### src/rtl/button_step_scheduler.sv
`default_nettype none
// ============================================================================
//  Module   : button_step_scheduler
//  Purpose  : Synchronise/debounce up and down pushbuttons and turn them into
//             arbitrated single-cycle step pulses with hold-to-repeat.
//  Revision : 1.0  initial release
// ============================================================================
module button_step_scheduler #(
    parameter int DEBOUNCE_CYCLES = 500000,
    parameter int HOLD_CYCLES     = 25000000,
    parameter int REPEAT_CYCLES   = 5000000
) (
    input  logic CLK_50,
    input  logic reset,
    input  logic up_btn,
    input  logic down_btn,
    output logic up_step,
    output logic down_step,
    output logic repeating,
    output logic conflict
);

    localparam int c_MAX_DH = (DEBOUNCE_CYCLES > HOLD_CYCLES) ? DEBOUNCE_CYCLES : HOLD_CYCLES;
    localparam int c_MAX    = (c_MAX_DH > REPEAT_CYCLES) ? c_MAX_DH : REPEAT_CYCLES;
    localparam int c_CW     = $clog2(c_MAX) + 1;

    localparam logic [c_CW-1:0] c_DB_LAST   = c_CW'(DEBOUNCE_CYCLES - 1);
    localparam logic [c_CW-1:0] c_HOLD_LAST = c_CW'(HOLD_CYCLES - 1);
    localparam logic [c_CW-1:0] c_REP_LAST  = c_CW'(REPEAT_CYCLES - 1);
    localparam logic [c_CW-1:0] c_SAT       = '1;

    // bit 0 = up, bit 1 = down
    logic [1:0] w_raw;
    logic [1:0] w_db;
    logic [1:0] w_rise;

    assign w_raw = {down_btn, up_btn};

    generate
        for (genvar gi = 0; gi < 2; gi++) begin : g_debounce
            logic            r_s1;
            logic            r_s2;
            logic            r_lvl;
            logic [c_CW-1:0] r_cnt;

            always_ff @(posedge CLK_50) begin
                if (reset) begin
                    r_s1  <= 1'b0;
                    r_s2  <= 1'b0;
                    r_lvl <= 1'b0;
                    r_cnt <= '0;
                end else begin
                    r_s1 <= w_raw[gi];
                    r_s2 <= r_s1;
                    // Any agreement restarts the stability window.
                    if (r_s2 == r_lvl) begin
                        r_cnt <= '0;
                    end else if (r_cnt == c_DB_LAST) begin
                        r_lvl <= r_s2;
                        r_cnt <= '0;
                    end else begin
                        r_cnt <= r_cnt + 1'b1;
                    end
                end
            end

            assign w_db[gi] = r_lvl;
        end
    endgenerate

    typedef enum logic [2:0] {
        S_IDLE      = 3'd0,
        S_PRESS_UP  = 3'd1,
        S_PRESS_DN  = 3'd2,
        S_REPEAT_UP = 3'd3,
        S_REPEAT_DN = 3'd4,
        S_LOCK      = 3'd5
    } state_t;

    state_t          r_state;
    logic [c_CW-1:0] r_timer;
    logic [1:0]      r_db_d;
    logic            r_up_step;
    logic            r_down_step;
    logic            r_repeating;
    logic            r_conflict;

    logic            w_up_side;
    logic            w_own;
    logic            w_other;
    logic [c_CW-1:0] w_last;

    assign w_rise    = w_db & ~r_db_d;
    assign w_up_side = (r_state == S_PRESS_UP) || (r_state == S_REPEAT_UP);
    assign w_own     = w_up_side ? w_db[0] : w_db[1];
    assign w_other   = w_up_side ? w_db[1] : w_db[0];
    assign w_last    = ((r_state == S_PRESS_UP) || (r_state == S_PRESS_DN)) ? c_HOLD_LAST : c_REP_LAST;

    always_ff @(posedge CLK_50) begin
        if (reset) begin
            r_state     <= S_IDLE;
            r_timer     <= '0;
            r_db_d      <= 2'b00;
            r_up_step   <= 1'b0;
            r_down_step <= 1'b0;
            r_repeating <= 1'b0;
            r_conflict  <= 1'b0;
        end else begin
            r_db_d      <= w_db;
            r_up_step   <= 1'b0;
            r_down_step <= 1'b0;
            case (r_state)
                S_IDLE: begin
                    r_timer <= '0;
                    if (w_db[0] && w_db[1]) begin
                        r_state    <= S_LOCK;
                        r_conflict <= 1'b1;
                    end else if (w_rise[0]) begin
                        r_state   <= S_PRESS_UP;
                        r_up_step <= 1'b1;
                    end else if (w_rise[1]) begin
                        r_state     <= S_PRESS_DN;
                        r_down_step <= 1'b1;
                    end
                end
                S_PRESS_UP, S_PRESS_DN, S_REPEAT_UP, S_REPEAT_DN: begin
                    // The opposing press wins over a simultaneous release.
                    if (w_other) begin
                        r_state     <= S_LOCK;
                        r_conflict  <= 1'b1;
                        r_repeating <= 1'b0;
                        r_timer     <= '0;
                    end else if (!w_own) begin
                        r_state     <= S_IDLE;
                        r_repeating <= 1'b0;
                        r_timer     <= '0;
                    end else if (r_timer == w_last) begin
                        r_state     <= w_up_side ? S_REPEAT_UP : S_REPEAT_DN;
                        r_repeating <= 1'b1;
                        r_up_step   <= w_up_side;
                        r_down_step <= ~w_up_side;
                        r_timer     <= '0;
                    end else if (r_timer != c_SAT) begin
                        r_timer <= r_timer + 1'b1;
                    end
                end
                S_LOCK: begin
                    r_timer <= '0;
                    if (!w_db[0] && !w_db[1]) begin
                        r_state    <= S_IDLE;
                        r_conflict <= 1'b0;
                    end
                end
                default: begin
                    r_state     <= S_IDLE;
                    r_timer     <= '0;
                    r_repeating <= 1'b0;
                    r_conflict  <= 1'b0;
                end
            endcase
        end
    end

    assign up_step   = r_up_step;
    assign down_step = r_down_step;
    assign repeating = r_repeating;
    assign conflict  = r_conflict;

endmodule
`default_nettype wire

### config.mk
export PLATFORM = sky130hd
export DESIGN_NAME = button_step_scheduler
export DESIGN_NICKNAME = d
export VERILOG_FILES = /design/src/rtl/button_step_scheduler.sv
export SDC_FILE = /design/constraint.sdc
export NUM_CORES = 1
export LEC_CHECK = 0
export CAP_MARGIN = 25
export CELL_PAD_IN_SITES_DETAIL_PLACEMENT = 1
export CELL_PAD_IN_SITES_GLOBAL_PLACEMENT = 2
export CORE_UTILIZATION = 39
export DETAILED_ROUTE_END_ITERATION = 6
export GPL_ROUTABILITY_DRIVEN = 0
export HOLD_SLACK_MARGIN = 0.02
export PLACE_DENSITY = 0.92
export SLEW_MARGIN = 5
export SYNTH_ARGS = -nofsm -noshare
export SYNTH_HDL_FRONTEND = slang
export SYNTH_SLANG_ARGS = --single-unit
### constraint.sdc
create_clock -name CLK_50 -period 2.8 [get_ports CLK_50]
set_input_delay 0.56 -clock CLK_50 [delete_from_list [all_inputs] [get_ports CLK_50]]
set_output_delay 0.56 -clock CLK_50 [all_outputs]
set_load 0.03 [all_outputs]
* Word-level counts from Yosys, hierarchy flattened *
Cells that the tools add are included.

storage, ports and cells
  register bits = 93
  bits in latches = 0
  memory bits (writable) = 0
  bits in read-only memories = 0
  bits of input ports = 4
  memories = 0

operators by class
  add/subtract/negate cells = 3
  multipliers = 0
  div/mod/pow operators = 0
  $lt $le $gt $ge = 0
  eq/ne operators = 16
  shift-type cells = 0
  muxes and demuxes = 33
  bitwise gates (word level) = 8
  reduce and logical (&&, ||, !) cells = 17

operators by type and width
  operator               number
  $add 26x1->26 const B  3
  $eq 26x19->1 const B   2
  $eq 26x25->1           1
  $ne 26x26->1 const B   1
  $mux 25                1
  $mux 3                 8
  $mux 1                 19
  $pmux 3 s3             1
  $ne 4x4->1 const B     2
  $eq 3x2->1 const B     2
  $eq 3x3->1 const B     2
  $ne 2x2->1 const B     3
  $not 1->1              6
  $pmux 1 s2             3
  $reduce_and 2->1       3
  $reduce_and 3->1       2
  $reduce_or 3->1        2
  $reduce_or 5->1        1
  $reduce_or 4->1        1
  $eq 3x1->1 const B     1
  $logic_not 3->1        1
  $pmux 1 s3             1
  $and 2x2->2            1
  $eq 1x1->1             2
  5 further kinds        8

* Depth between registers and ports, before layout *
Gate-level depths: netlist (run 1).

  depth after elaboration = 8
  gate-level depth with buffers = 9

* Least setup slack after synthesis (run 1) *
No wires, ideal clock.

  path type = reg-to-reg
  start point = register g_debounce[0].r_cnt[0]
  end point = register g_debounce[0].r_cnt[17]
  setup time = 0.117 ns
  arrival time = 1.979 ns
  data required time = 2.683 ns
  setup slack = 0.704 ns
  stages on the path, launching flop included = 9
  buffers on the path = 2
  path through = dfxtp_1 > ha_1 > inv_1 > or4_1 > nor4_1 > or3_1 > buf_2 > buf_2 > nor2_1

between the ends
  longest elaborated chain between the ends = 2

ends and longest elaborated chain
  what                                                   line  source
  start, declared                                        44    logic [c_CW-1:0] r_cnt;
  start signal, assigned                                 62    r_cnt <= r_cnt + 1'b1;
  branches (longest 2 deep; another with $add 26x1->26)  --

Parallel ways; which one is timed is not known.
A chain may end at the register's enable or synchronous reset.

* Final worst setup path (run 1) *
  start point = register g_debounce[0].r_cnt[0]
  end point = register g_debounce[0].r_cnt[8]

The elaborated chain is that of the path after synthesis.

==> results of run 1 <==
## per-layer routing
metal / GRT usage / part of all wire / vias up / wire length, um
met5: 0 / 0 / - / 0
met4: 0.07714 / 0.016 / 0 / 182
met3: 0.05335 / 0.036 / 14 / 397
met2: 0.3217 / 0.48 / 53 / 5264
met1: 0.2555 / 0.47 / 1879 / 5218
li1: - / - / 1912 / -
## cells in the mapped netlist (8+ instances only)
library cell and instances:
a21oi_1 22, and3_1 11, and4_1 8, buf_2 10, clkbuf_1 9, dfxtp_1 93
nand2_1 37, nand3_1 30, nand4_1 30, nor2_1 90, nor2b_1 8, nor3_1 14
nor4_1 12, o21ai_0 11, or3_1 10, or4_1 10, xnor2_1 24, xor2_1 38
## sequential cells by signal (all words and copies together) (netlist names)
signal and cells:
g_debounce.r_cnt 52, r_timer 26, r_state 3, g_debounce.r_lvl 2, g_debounce.r_s1 2, g_debounce.r_s2 2
r_db_d 2, conflict 1, down_step 1, repeating 1, up_step 1
## path summary, 6_finish.rpt
check / from / endpoint / slack (ps) / depth (start not counted)
max: g_debounce[0].r_cnt[0] / g_debounce[0].r_cnt[8] / 410 / 7
min: g_debounce[0].r_s1 / g_debounce[0].r_s2 / 470 / 1
max reg2reg: g_debounce[0].r_cnt[0] / g_debounce[0].r_cnt[8] / 410 / 7
min reg2reg: g_debounce[0].r_s1 / g_debounce[0].r_s2 / 470 / 1
## power by group
part	switching (mW)	internal (mW)	total (mW)
registers	0.00200	1.33	1.33
logic	0.0139	0.00950	0.0234
clock network	0.557	0.792	1.35
## per-stage QoR
stage	cells	utilization	power (mW)	hold WS, ps
2_1_floorplan	533	-	1.372	413.8
3_3_place_gp	668	0.4260	1.380	418.7
3_5_place_dp	668	0.4260	1.382	451.1
4_1_cts	684	0.4555	2.726	471.1
5_1_grt	684	0.4555	2.779	479.3
6_report	684	0.4555	2.700	466.7
## worst max-delay path, stage by stage, from the launching register on
cell and delay, ps:
dfxtp_1 380, ha_1 250, inv_1 80, or4_1 540, nor4_1 450, or3_1 180
buf_4 290, nor2_1 100
## cell type report
cell class | count | share of cell area
tap | 140 | 0.03486
multi-input combinational | 409 | 0.4928
timing repair buffer | 19 | 0.03187
clock buffer | 10 | 0.04557
clock inverter | 6 | 0.01917
sequential | 93 | 0.3705
inverter | 7 | 0.005229
## cell families after synthesis
family / share of synthesized area
simple gates: 0.3290
fa+ha+maj: 0.008323
mux: 0.01553
flops: 0.4128
xor+xnor: 0.1204
buf+inv: 0.03828
compound gates: 0.07573
==> impl_metrics.tcl, run 1 <==
set metrics [dict create \
    ant_nets 0 \
    multi_input_area_sq_um 2476 \
    final_nets 546 \
    crit_type "flop to flop" \
    stdcell_area_sq_um 5025 \
    grt_max_degree 28 \
    mostFrequentLayoutCells "dfxtp_1 (93), nor2_1 (90), xor2_1 (38)" \
    syn_to_final_growth_pct 11.40 \
    critical_path_required_ps 3030 \
    viasPerCell 5.640 \
    diodes 0 \
    cp.arrival_ps 2630 \
    worstMarginPinSlew_ps 904.8 \
    synth_edf_count 0 \
    grt_pass1_vias 3848 \
    initial_core_util 0.4089 \
    tns_ps 0 \
    drt-total-wl_mm 11.06 \
    post_cts_resize_count 0 \
    synth_nets 540 \
    num_rows 38 \
    routedWlPerCell_um 16.17 \
    pwr_density_cell_nw_per_um2 537.4 \
    cp-start-kind "flop" \
    synth_warnings 0 \
    ys_types 45 \
    cts_root_buf "clkbuf_16" \
    critPathMaxFanout 26 \
    htreeDepth 3 \
    clock.fmax_mhz 418.1 \
    cp-end-kind "flop" \
    maxCapViolCount 0 \
    ys_async_sr_fraction 0 \
    ys_ff_latch 93 \
    rsz0062_at_grt "false" \
    dieArea_sq_um 12000 \
    hold_class "flop to flop" \
    synth_area_leader_cell "dfxtp_1" \
    io_buffers 7 \
    netlist_area_sq_um 4511 \
    routed-via-count 3858 \
    post-cts-setup-buffer-count 0 \
    hold_viol 0 \
    die_h_um 109.5 \
    fin_skew_ps 10.92 \
    cts_buffers 9 \
    drt_iter0_drc 188 \
    syn_inst 533 \
    fillCellCount 1317 \
    final_common_cell "dfxtp_1" \
    dp_slack_ps 440.5 \
    clockBufferDepth 2 \
    ir_drop_mv 0.2590 \
    clock_latency_ps 360 \
    synthTopCellsByArea "dfxtp_1 (41%), nor2_1 (7.5%), xor2_1 (7.4%)" \
    yosysTopAreaCellShare 0.4128 \
    cts.sinks 93 \
    status "completed" \
    relSlewSlack 0.3921 \
    yosysSeqAreaShare 0.4128 \
    slew_viol_final 0 \
    avgSynthCellArea_sq_um 8.463 \
    grt_pass1_wl_mm 18.51 \
    drive_above_1_share 0.06066 \
    worst_slack_ps 408.0 \
    path_clk_slew_ps 70 \
    period_share 0.8543 \
    io_pins 8 \
    regArea_sq_um 1862 \
    gr-total-overflow 0 \
    dp_hpwl_mm 7.545 \
    setup_viol 0 \
    cts_hold_buf 0 \
    drtPass1Iterations 4 \
    cts_tree "yes" \
    grt.total_usage 0.2002 \
    die_w_um 109.5 \
    antenna_found_initial 0 \
    drc_errors 0 \
    min_period_ps 2392 \
    core_area_sq_um 11030 \
    leakage_nw 1.512 \
    yosys_most_used_dff "dfxtp_1" \
    place_area_sq_um 4700 \
]
(Power assumes the default switching activity.)
==> run 2: changes to the inputs <==
- CTS_CLUSTER_DIAMETER: default -> 60
==> results of run 2 <==
The final DEF is identical to that of run 1; final timing and power are the same.
